**config.mk**
```make
export PLATFORM = sky130hd
export DESIGN_NAME = uart_rx_frame
export DESIGN_NICKNAME = d
export VERILOG_FILES = /design/src/rtl/uart_rx_frame.sv
export SDC_FILE = /design/constraint.sdc
export NUM_CORES = 1
export LEC_CHECK = 0
export BUFFER_PORTS_ARGS = -buffer_cell sky130_fd_sc_hd__buf_2
export CORE_MARGIN = 3
export CORE_UTILIZATION = 35
export CTS_BUF_LIST = sky130_fd_sc_hd__clkbuf_16
export CTS_CLUSTER_DIAMETER = 30
export DETAILED_ROUTE_END_ITERATION = 10
export PLACE_DENSITY = 0.61
export SETUP_SLACK_MARGIN = 0.4
export SLEW_MARGIN = 20
export SYNTH_ARGS = -nofsm -noshare
export SYNTH_HDL_FRONTEND = slang
export SYNTH_SLANG_ARGS = --single-unit
export TNS_END_PERCENT = 1
```
**constraint.sdc**
```tcl
create_clock -name clk -period 2.2 [get_ports clk]
set_input_delay 0.22 -clock clk [delete_from_list [all_inputs] [get_ports clk]]
set_output_delay 0.22 -clock clk [all_outputs]
set_load 0.02 [all_outputs]
```
**src/rtl/uart_rx_frame.sv**
```systemverilog
// uart_rx_frame: UART receiver with start/data/[parity]/stop framing and mid-bit sampling; optional parity via UART_RX_PARITY_EN.
// Latency: word, flags and break/overrun pulses appear one clk after the tick that samples the last stop bit.
// Backpressure: single valid/ready holding register; a frame completing while it is still full is dropped and overrun pulses.
module uart_rx_frame #(
    parameter int DATA_BITS  = 8,
    parameter int OVERSAMPLE = 16,
    parameter int STOP_BITS  = 1,
    parameter int PARITY_ODD = 0
) (
    input  logic                 clk,
    input  logic                 reset_n,
    input  logic                 rx_sync_in,
    input  logic                 sample_tick,
    output logic [DATA_BITS-1:0] rx_data,
    output logic                 rx_valid,
    input  logic                 rx_ready,
    output logic                 frame_error,
    output logic                 parity_error,
    output logic                 overrun,
    output logic                 break_det,
    output logic                 busy
);
    localparam int CW = $clog2(OVERSAMPLE);
    localparam int BW = $clog2(DATA_BITS);
    localparam logic [CW-1:0] HALF_PT   = CW'(OVERSAMPLE / 2 - 1);
    localparam logic [CW-1:0] FULL_PT   = CW'(OVERSAMPLE - 1);
    localparam logic [BW-1:0] LAST_DATA = BW'(DATA_BITS - 1);
    localparam logic [BW-1:0] LAST_STOP = BW'(STOP_BITS - 1);
    localparam logic          ODD       = 1'(PARITY_ODD);

    typedef enum logic [2:0] {IDLE, START, DATA, PARITY, STOP, BREAK_WAIT} state_t;

    state_t               state, state_nxt;
    logic [CW-1:0]        cnt;
    logic [BW-1:0]        bit_cnt;
    logic [DATA_BITS-1:0] shift;
    logic                 stop_low;   // an earlier stop sample of this frame was low
    logic                 stop0_low;  // the first stop sample of this frame was low
    logic                 cnt_clr;
    logic                 bit_pt;
    logic                 frame_end;
    logic                 first_stop_low;
    logic                 fe_calc;
    logic                 pe_calc;
    logic                 brk_calc;

`ifdef UART_RX_PARITY_EN
    logic par_bit;
    assign pe_calc  = ((^shift) ^ par_bit) != ODD;
    assign brk_calc = (shift == '0) && !par_bit && first_stop_low;
`else
    // No parity bit on the line, so the flag can never rise and the polarity is irrelevant.
    assign pe_calc  = ODD & 1'b0;
    assign brk_calc = (shift == '0) && first_stop_low;
`endif

    // With one stop bit the current sample is the first; with two it was captured earlier.
    assign first_stop_low = (bit_cnt == '0) ? !rx_sync_in : stop0_low;
    assign fe_calc        = stop_low | !rx_sync_in;
    assign busy           = (state != IDLE);

    // Next-state and sample-point decode; nothing moves without a sample tick.
    always_comb begin
        state_nxt = state;
        cnt_clr   = 1'b0;
        bit_pt    = 1'b0;
        frame_end = 1'b0;
        if (sample_tick) begin
            case (state)
                IDLE: begin
                    cnt_clr = 1'b1;
                    if (!rx_sync_in) state_nxt = START;
                end
                START: begin
                    if (cnt == HALF_PT) begin
                        cnt_clr = 1'b1;
                        if (rx_sync_in) state_nxt = IDLE;
                        else            state_nxt = DATA;
                    end
                end
                DATA: begin
                    if (cnt == FULL_PT) begin
                        cnt_clr = 1'b1;
                        bit_pt  = 1'b1;
                        if (bit_cnt == LAST_DATA) begin
`ifdef UART_RX_PARITY_EN
                            state_nxt = PARITY;
`else
                            state_nxt = STOP;
`endif
                        end
                    end
                end
`ifdef UART_RX_PARITY_EN
                PARITY: begin
                    if (cnt == FULL_PT) begin
                        cnt_clr   = 1'b1;
                        bit_pt    = 1'b1;
                        state_nxt = STOP;
                    end
                end
`endif
                STOP: begin
                    if (cnt == FULL_PT) begin
                        cnt_clr = 1'b1;
                        bit_pt  = 1'b1;
                        if (bit_cnt == LAST_STOP) begin
                            frame_end = 1'b1;
                            if (brk_calc) state_nxt = BREAK_WAIT;
                            else          state_nxt = IDLE;
                        end
                    end
                end
                BREAK_WAIT: begin
                    cnt_clr = 1'b1;
                    if (rx_sync_in) state_nxt = IDLE;
                end
                default: state_nxt = IDLE;
            endcase
        end
    end

    // Framing state, tick/bit counters and the bit capture registers.
    always_ff @(posedge clk or negedge reset_n) begin
        if (!reset_n) begin
            state     <= IDLE;
            cnt       <= '0;
            bit_cnt   <= '0;
            shift     <= '0;
            stop_low  <= 1'b0;
            stop0_low <= 1'b0;
`ifdef UART_RX_PARITY_EN
            par_bit   <= 1'b0;
`endif
        end else if (sample_tick) begin
            state <= state_nxt;
            cnt   <= cnt_clr ? '0 : cnt + CW'(1);
            if (state_nxt != state) bit_cnt <= '0;
            else if (bit_pt)        bit_cnt <= bit_cnt + BW'(1);
            if (state == IDLE) stop_low <= 1'b0;
            if (bit_pt) begin
                case (state)
                    DATA: shift <= {rx_sync_in, shift[DATA_BITS-1:1]};
`ifdef UART_RX_PARITY_EN
                    PARITY: par_bit <= rx_sync_in;
`endif
                    STOP: begin
                        stop_low <= stop_low | !rx_sync_in;
                        if (bit_cnt == '0) stop0_low <= !rx_sync_in;
                    end
                    default: ;
                endcase
            end
        end
    end

    // Holding register: load on frame end when free or being drained, else drop and flag overrun.
    always_ff @(posedge clk or negedge reset_n) begin
        if (!reset_n) begin
            rx_data      <= '0;
            rx_valid     <= 1'b0;
            frame_error  <= 1'b0;
            parity_error <= 1'b0;
            overrun      <= 1'b0;
            break_det    <= 1'b0;
        end else begin
            overrun   <= 1'b0;
            break_det <= frame_end & brk_calc;
            if (frame_end && (!rx_valid || rx_ready)) begin
                rx_data      <= shift;
                frame_error  <= fe_calc;
                parity_error <= pe_calc;
                rx_valid     <= 1'b1;
            end else begin
                if (frame_end)            overrun  <= 1'b1;
                if (rx_valid && rx_ready) rx_valid <= 1'b0;
            end
        end
    end
endmodule
```
# [Word-level counts from Yosys, hierarchy flattened]
# Cells that the tools add are included.
# Widths: inputs -> output; s select.
[op_classes] add_sub_neg=2 n_eq_ne=8 mux=32 n_bitwise=2 reduce_logical=17
[op_table] cell="$mux 3" n=11
[op_table] cell="$mux 1" n=17
[op_table] cell="$pmux 3 s5" n=1
[op_table] cell="$eq 3x3->1 const B" n=3
[op_table] cell="$logic_not 8->1" n=1
[op_table] cell="$logic_not 3->1" n=2
[op_table] cell="$reduce_and 3->1" n=2
[op_table] cell="$add 4x1->4 const B" n=1
[op_table] cell="$eq 4x3->1 const B" n=1
[op_table] cell="$eq 4x4->1 const B" n=1
[op_table] cell="$mux 4" n=1
[op_table] cell="$reduce_bool 2->1" n=2
[op_table] cell="$reduce_or 2->1" n=2
[op_table] cell="$add 3x1->3 const B" n=1
[op_table] cell="$eq 3x1->1 const B" n=1
[op_table] cell="$eq 3x2->1 const B" n=1
[op_table] cell="$logic_and 1x1->1" n=3
[op_table] cell="$ne 3x3->1" n=1
[op_table] cell="$pmux 1 s3" n=1
[op_table] cell="$reduce_bool 3->1" n=1
[op_table] cell="$logic_not 1->1" n=2
[op_table] cell="$mux 2" n=1
[op_table] cell="$reduce_and 2->1" n=1
[op_table] cell="$and 1x1->1" n=1
[op_table] cell="other kinds (2)" n=2
[totals] regBits=32 inputBits=5 wordCells=72

# [Longest topological paths before layout]
[depth] depth_word=11 depth_mapped=9 ltp_nobuf=7

# [Worst setup path before layout]
# OpenSTA, ideal clock, no wires.
[synth_timing] path_kind="register -> register" from="register cnt[0]" to="register frame_error" setup_time_ns=0.125 t_arrival_ns=1.817 required_time_ns=2.075 path_slack_ns=0.258 stages_incl_launch_ff=10 path_buffers=3 path_cell_list="dfrtp_1 ha_1 and3_1 buf_4 nand2_2 or2_1 buf_6 nand2b_4 buf_6 mux2_4"
[synth_via] elab_chain_len=5
[synth_lines] element="start: declaration" line="34" source="logic [CW-1:0] cnt;"
[synth_lines] element="start signal: assignment" line="137" source="cnt <= cnt_clr ? '0 : cnt + CW'(1);"
[synth_lines] element="$eq 4x4->1" line="104" source="if (cnt == FULL_PT) begin"
[synth_lines] element="$mux 1" line="104"
[synth_lines] element="$mux 1" line="69" source="case (state)"
[synth_lines] element="$mux 1" line="68" source="if (sample_tick) begin"
[synth_lines] element="$logic_and 1x1->1" line="169" source="if (frame_end && (!rx_valid || rx_ready)) begin"
[synth_lines] element="end signal: assignment" line="171" source="frame_error <= fe_calc;"
[synth_lines] element="end: declaration" line="17" source="output logic frame_error,"
# Every way passes these cells.
# A chain may end at the register's enable or synchronous reset.

# [Worst setup path in the final report]
[layout_timing] from="register bit_cnt[0]" to="register rx_data[7]"
[layout_via] elab_chain_len=6
[layout_lines] element="start: declaration" line="35" source="logic [BW-1:0] bit_cnt;"
[layout_lines] element="start signal: assignment" line="139" source="else if (bit_pt) bit_cnt <= bit_cnt + BW'(1);"
[layout_lines] element="$logic_not 3->1" line="107" source="if (bit_cnt == LAST_STOP) begin"
[layout_lines] element="$mux 1" line="107"
[layout_lines] element="$mux 1" line="104"
[layout_lines] element="$mux 1" line="69"
[layout_lines] element="$mux 1" line="68"
[layout_lines] element="$logic_and 1x1->1" line="169"
[layout_lines] element="end signal: assignment" line="170" source="rx_data <= shift;"
[layout_lines] element="end: declaration" line="14" source="output logic [DATA_BITS-1:0] rx_data,"
# Every way passes these cells.

==> metrics list <==
- Area growth from synthesis to layout: 21.4%
- After layout, the worst path uses about 83% of the clock period.
- Distinct cells, synth: 38
* Number of nets in the final layout: about 180
- Once detailed placement completed, the half-perimeter wirelength came to between 2 and 2.5 mm.
* Run status: finished with violations
* Maximum number of pins on one net before global-route repair: 33
- Clock-pin slew was measured on the worst setup and hold paths at about 0.050 ns.
- Sequential Area: 801 sq um
* Finished Layout Cells: 227
* Post-Route Skew: between 0.006 and 0.007 ns
- Worst EP required: 2.36 ns
- The first global-routing pass estimated roughly 5.5 mm of wire.
- Post-synthesis average cell area: 10.7 sq um
- The largest single stage delay on the critical path is just over 0.4 ns.
* RD Place Congestion: slightly above 0.8
- The worst setup path is captured at a register.
- Max VDD drop: 0.484 mV
- The die is between 70 and 80 um tall.
- The commonest cells after synthesis are sky130_fd_sc_hd__dfrtp_1 (32), sky130_fd_sc_hd__nand2_1 (13), sky130_fd_sc_hd__inv_1 (11).
* Hold Vio Cnt, Final: 20
* Crit Path Max Fanout: 5
* Initial antenna violation count: 0
- Failing checks: hold timing
- Most frequent cell after synthesis: sky130_fd_sc_hd__dfrtp_1
- Netlist area before placement: about 0.0016 sq mm
* Setup slack of the worst register-to-register path: 0.37 ns
- Summed over its instances, the top area cell type makes up just under 50% of the synthesized netlist area.
* Number of max-slew violations in the final report: 0
- Slowest cell on the critical path: sky130_fd_sc_hd__dfrtp_1
- In the routed design, unresolved DRC markers number 0.
- Number of flops mapped to enable cells by yosys: 0
* Worst slew margin relative to its limit: between 50% and 60%
- The initial utilization of the core area, before any placement, comes to a little under two fifths.
* Flop and latch count out of synthesis: 32
- Traced cell by cell, the critical path runs through inv_1 > ha_1 > nor2b_4 > nand3_2 > or2_4 > nand2b_4 > mux2_4.
* Total global routing track utilization: approximately an eighth
* Category of the critical setup timing path: register to register
- DR iter-0 viols: 76
* Leakage component of the power: 1.01 nW
- Counting tap cells, the placed design contains a total of approximately 210 instances.
- Worst slack on hold paths: -0.00803 ns
- Total of buffers placed on input and output ports: 17
* Core Rows: 24
- The worst hold path belongs to the class input port to async pin.
- The number of nets in the synthesized netlist is about 160.
- At the pin with the least slew margin, the transition time is about 0.7 ns.
* Total negative setup slack: 0 ns
- The number of antenna diodes in the final layout is 0.
* Area taken by multi-input logic gates: 779 sq um
- Unrepaired setup endpoints after global routing: yes
- The core region is 0.00441 sq mm.
* Global-route congestion overflow total: 0
- Wires add up to roughly 3.3 mm.
* Number of clock buffers inserted by TritonCTS: 5
- Routed WL per cell: between 10 and 15 um
* WP buf/inv: 1
* Synthesized instance count: ~150
- Total I/O pin count: 19
- By area the synthesized netlist is led by sky130_fd_sc_hd__dfrtp_1 (49%), sky130_fd_sc_hd__mux2_4 (8.3%), sky130_fd_sc_hd__mux2_2 (5.5%), sky130_fd_sc_hd__ha_1 (3.1%), sky130_fd_sc_hd__nand2_1 (3.0%).
- Of all flip-flops after synthesis, the portion carrying an async set or reset was between 90% and 100%.
- 1st-pass router iterations: 4
- Global routing used between 15 and 20% of the available met1 tracks.
- The layout has roughly 410 filler cells.
- Minimum period implied by the final worst setup slack: 1.83 ns
* Number of warnings printed during yosys synthesis: 0
* Total number of H-tree levels: 2
- Dividing the detail-routed via count by the number of cells gives about 5.3.
- Static timing analysis puts the maximum clock frequency at 547 MHz.
* Finish-stage setup viols: 0
- In this run the most used layer during global routing was met2.
* Fraction of layout instances using a drive strength above 1: 31.4%
- Largest delay contributor family on the critical path: simple AND/OR/NAND/NOR gates
- For this run, the register share of the synthesized area comes to between 40% and 50%.
* Root Driver: sky130_fd_sc_hd__clkbuf_16
- STA classifies the critical path startpoint as a register.
* Max Buffers Root-to-Sink: 2
* Die X-Extent: roughly 74 um
* Vias post-DR: ~1200
* TritonCTS clock tree: done
- For this run, the leading register cell type out of synthesis is sky130_fd_sc_hd__dfrtp_1.
* # clock sinks: 32
- Power spread over the standard cell area amounts to 958 mW/mm^2.
* Max capacitance violation total: 0
* Total die area: around 0.0055 sq mm
- sky130_fd_sc_hd__dfrtp_1 takes more of the synthesized area than any other cell.
- For the worst setup path, the data arrival time is a little under 2 ns.
* Source-to-sink clock delay at the later pin of the worst-skew pair: 0.27 ns
- Vias in the first global route: between 1000 and 1500
- Fraction of met2 tracks used by global routing: 19.4%
- Met3 global-route usage: about 3.2%
- Count of nets left with antenna violations after detail routing: 0
cell type report:
cell class	count	area share (%)
Sequential cell	32	40.4
Multi-Input combinational cell	101	39.4
Timing Repair Buffer	23	6.57
Clock buffer	5	6.32
Tap cell	52	3.28
Inverter	11	2.08
Clock inverter	3	1.96
final timing paths:
check                                        startpoint                 endpoint  depth (start not counted)
worst max-delay path             bit_cnt[0]$_DFFE_PN0P_   rx_data[7]$_DFFE_PN0P_                          7
worst min-delay path                            reset_n        overrun$_DFF_PN0_                          1
worst max register to register   bit_cnt[0]$_DFFE_PN0P_   rx_data[7]$_DFFE_PN0P_                          7
worst min register to register  frame_error$_DFFE_PN0P_  frame_error$_DFFE_PN0P_                          1
max in group asynchronous                       reset_n     shift[5]$_DFFE_PN0P_                          1
min in group clk                             rx_sync_in    stop0_low$_DFFE_PN0P_                          2
placed cells by master (no fill, tap or decap), types with 3 or more instances in the layout:
master | Yosys | final
sky130_fd_sc_hd__dfrtp_1 | 32 | 32
sky130_fd_sc_hd__buf_2 | 0 | 17
sky130_fd_sc_hd__nand2_1 | 13 | 13
sky130_fd_sc_hd__inv_1 | 11 | 12
sky130_fd_sc_hd__a21oi_1 | 9 | 9
sky130_fd_sc_hd__mux2_4 | 9 | 9
sky130_fd_sc_hd__nor2_1 | 8 | 8
sky130_fd_sc_hd__mux2_2 | 8 | 8
sky130_fd_sc_hd__nand3_1 | 7 | 6
sky130_fd_sc_hd__buf_4 | 2 | 6
sky130_fd_sc_hd__o21ai_0 | 6 | 5
sky130_fd_sc_hd__clkbuf_16 | 0 | 5
sky130_fd_sc_hd__o31ai_1 | 4 | 4
sky130_fd_sc_hd__nand2b_1 | 3 | 3
sky130_fd_sc_hd__nand4_1 | 3 | 3
sky130_fd_sc_hd__ha_1 | 4 | 3
layer usage:
layer | part of all wire, % | wire length (um)
met5 | 0 | 0
met4 | 1.5 | 49
met3 | 5.7 | 186
met2 | 45 | 1450
met1 | 48 | 1570
worst register-to-register path, delay by kind of cell, from the launching register on:
kind | cells | cell delay (ns)
adders and majority gates | 1 | 0.15
buffers and inverters | 1 | 0.10
DFF | 1 | 0.41
muxes | 1 | 0.31
and+or+nand+nor | 4 | 0.74
sequential cells by signal, summed over array words and instances, names as in the netlist:
register / count
state: 3
stop0_low: 1
overrun: 1
cnt: 4
break_det: 1
stop_low: 1
shift: 8
rx_valid: 1
bit_cnt: 3
rx_data: 8
frame_error: 1
power by group:
group,internal [mW],switching [mW]
combinational,0.160,0.231
sequential,0.646,0.101
clock,0.526,0.234
per-stage QoR:
step	util (%)	total power, mW	hold slack (ns)	setup WS [ns]	cell area, sq um
5_1_grt	44.9	2.00	0.0603	0.297	1980
4_1_cts	44.1	1.90	0.0169	0.349	1950
3_3_place_gp	39.8	1.11	0.298	0.336	1760
3_5_place_dp	39.8	1.13	0.311	0.264	1760
6_report	44.9	1.90	-0.00803	0.372	1980
2_1_floorplan	-	1.02	-0.0756	0.308	1650
repair_timing:
action / in CTS / in global routing
cloned: 1 / 0
pin swaps: 0 / 2
resized for setup: 3 / 3
hold buffers: 0 / 0
buffers inserted: 1 / 3
setup endpoints to repair: 17 / 17
kinds of logic after synthesis:
kind of cell	after synthesis	share of synthesized area, %
AO/OA/AOI/OAI	28	11.0
adder cells (fa/ha/maj)	4	3.07
buffers and inverters	20	5.98
flip-flops	32	49.1
multiplexers	19	15.0
other	1	0.230
AND/OR/NAND/NOR	48	15.6
No activity file was read; power rests on OpenSTA's default activity.
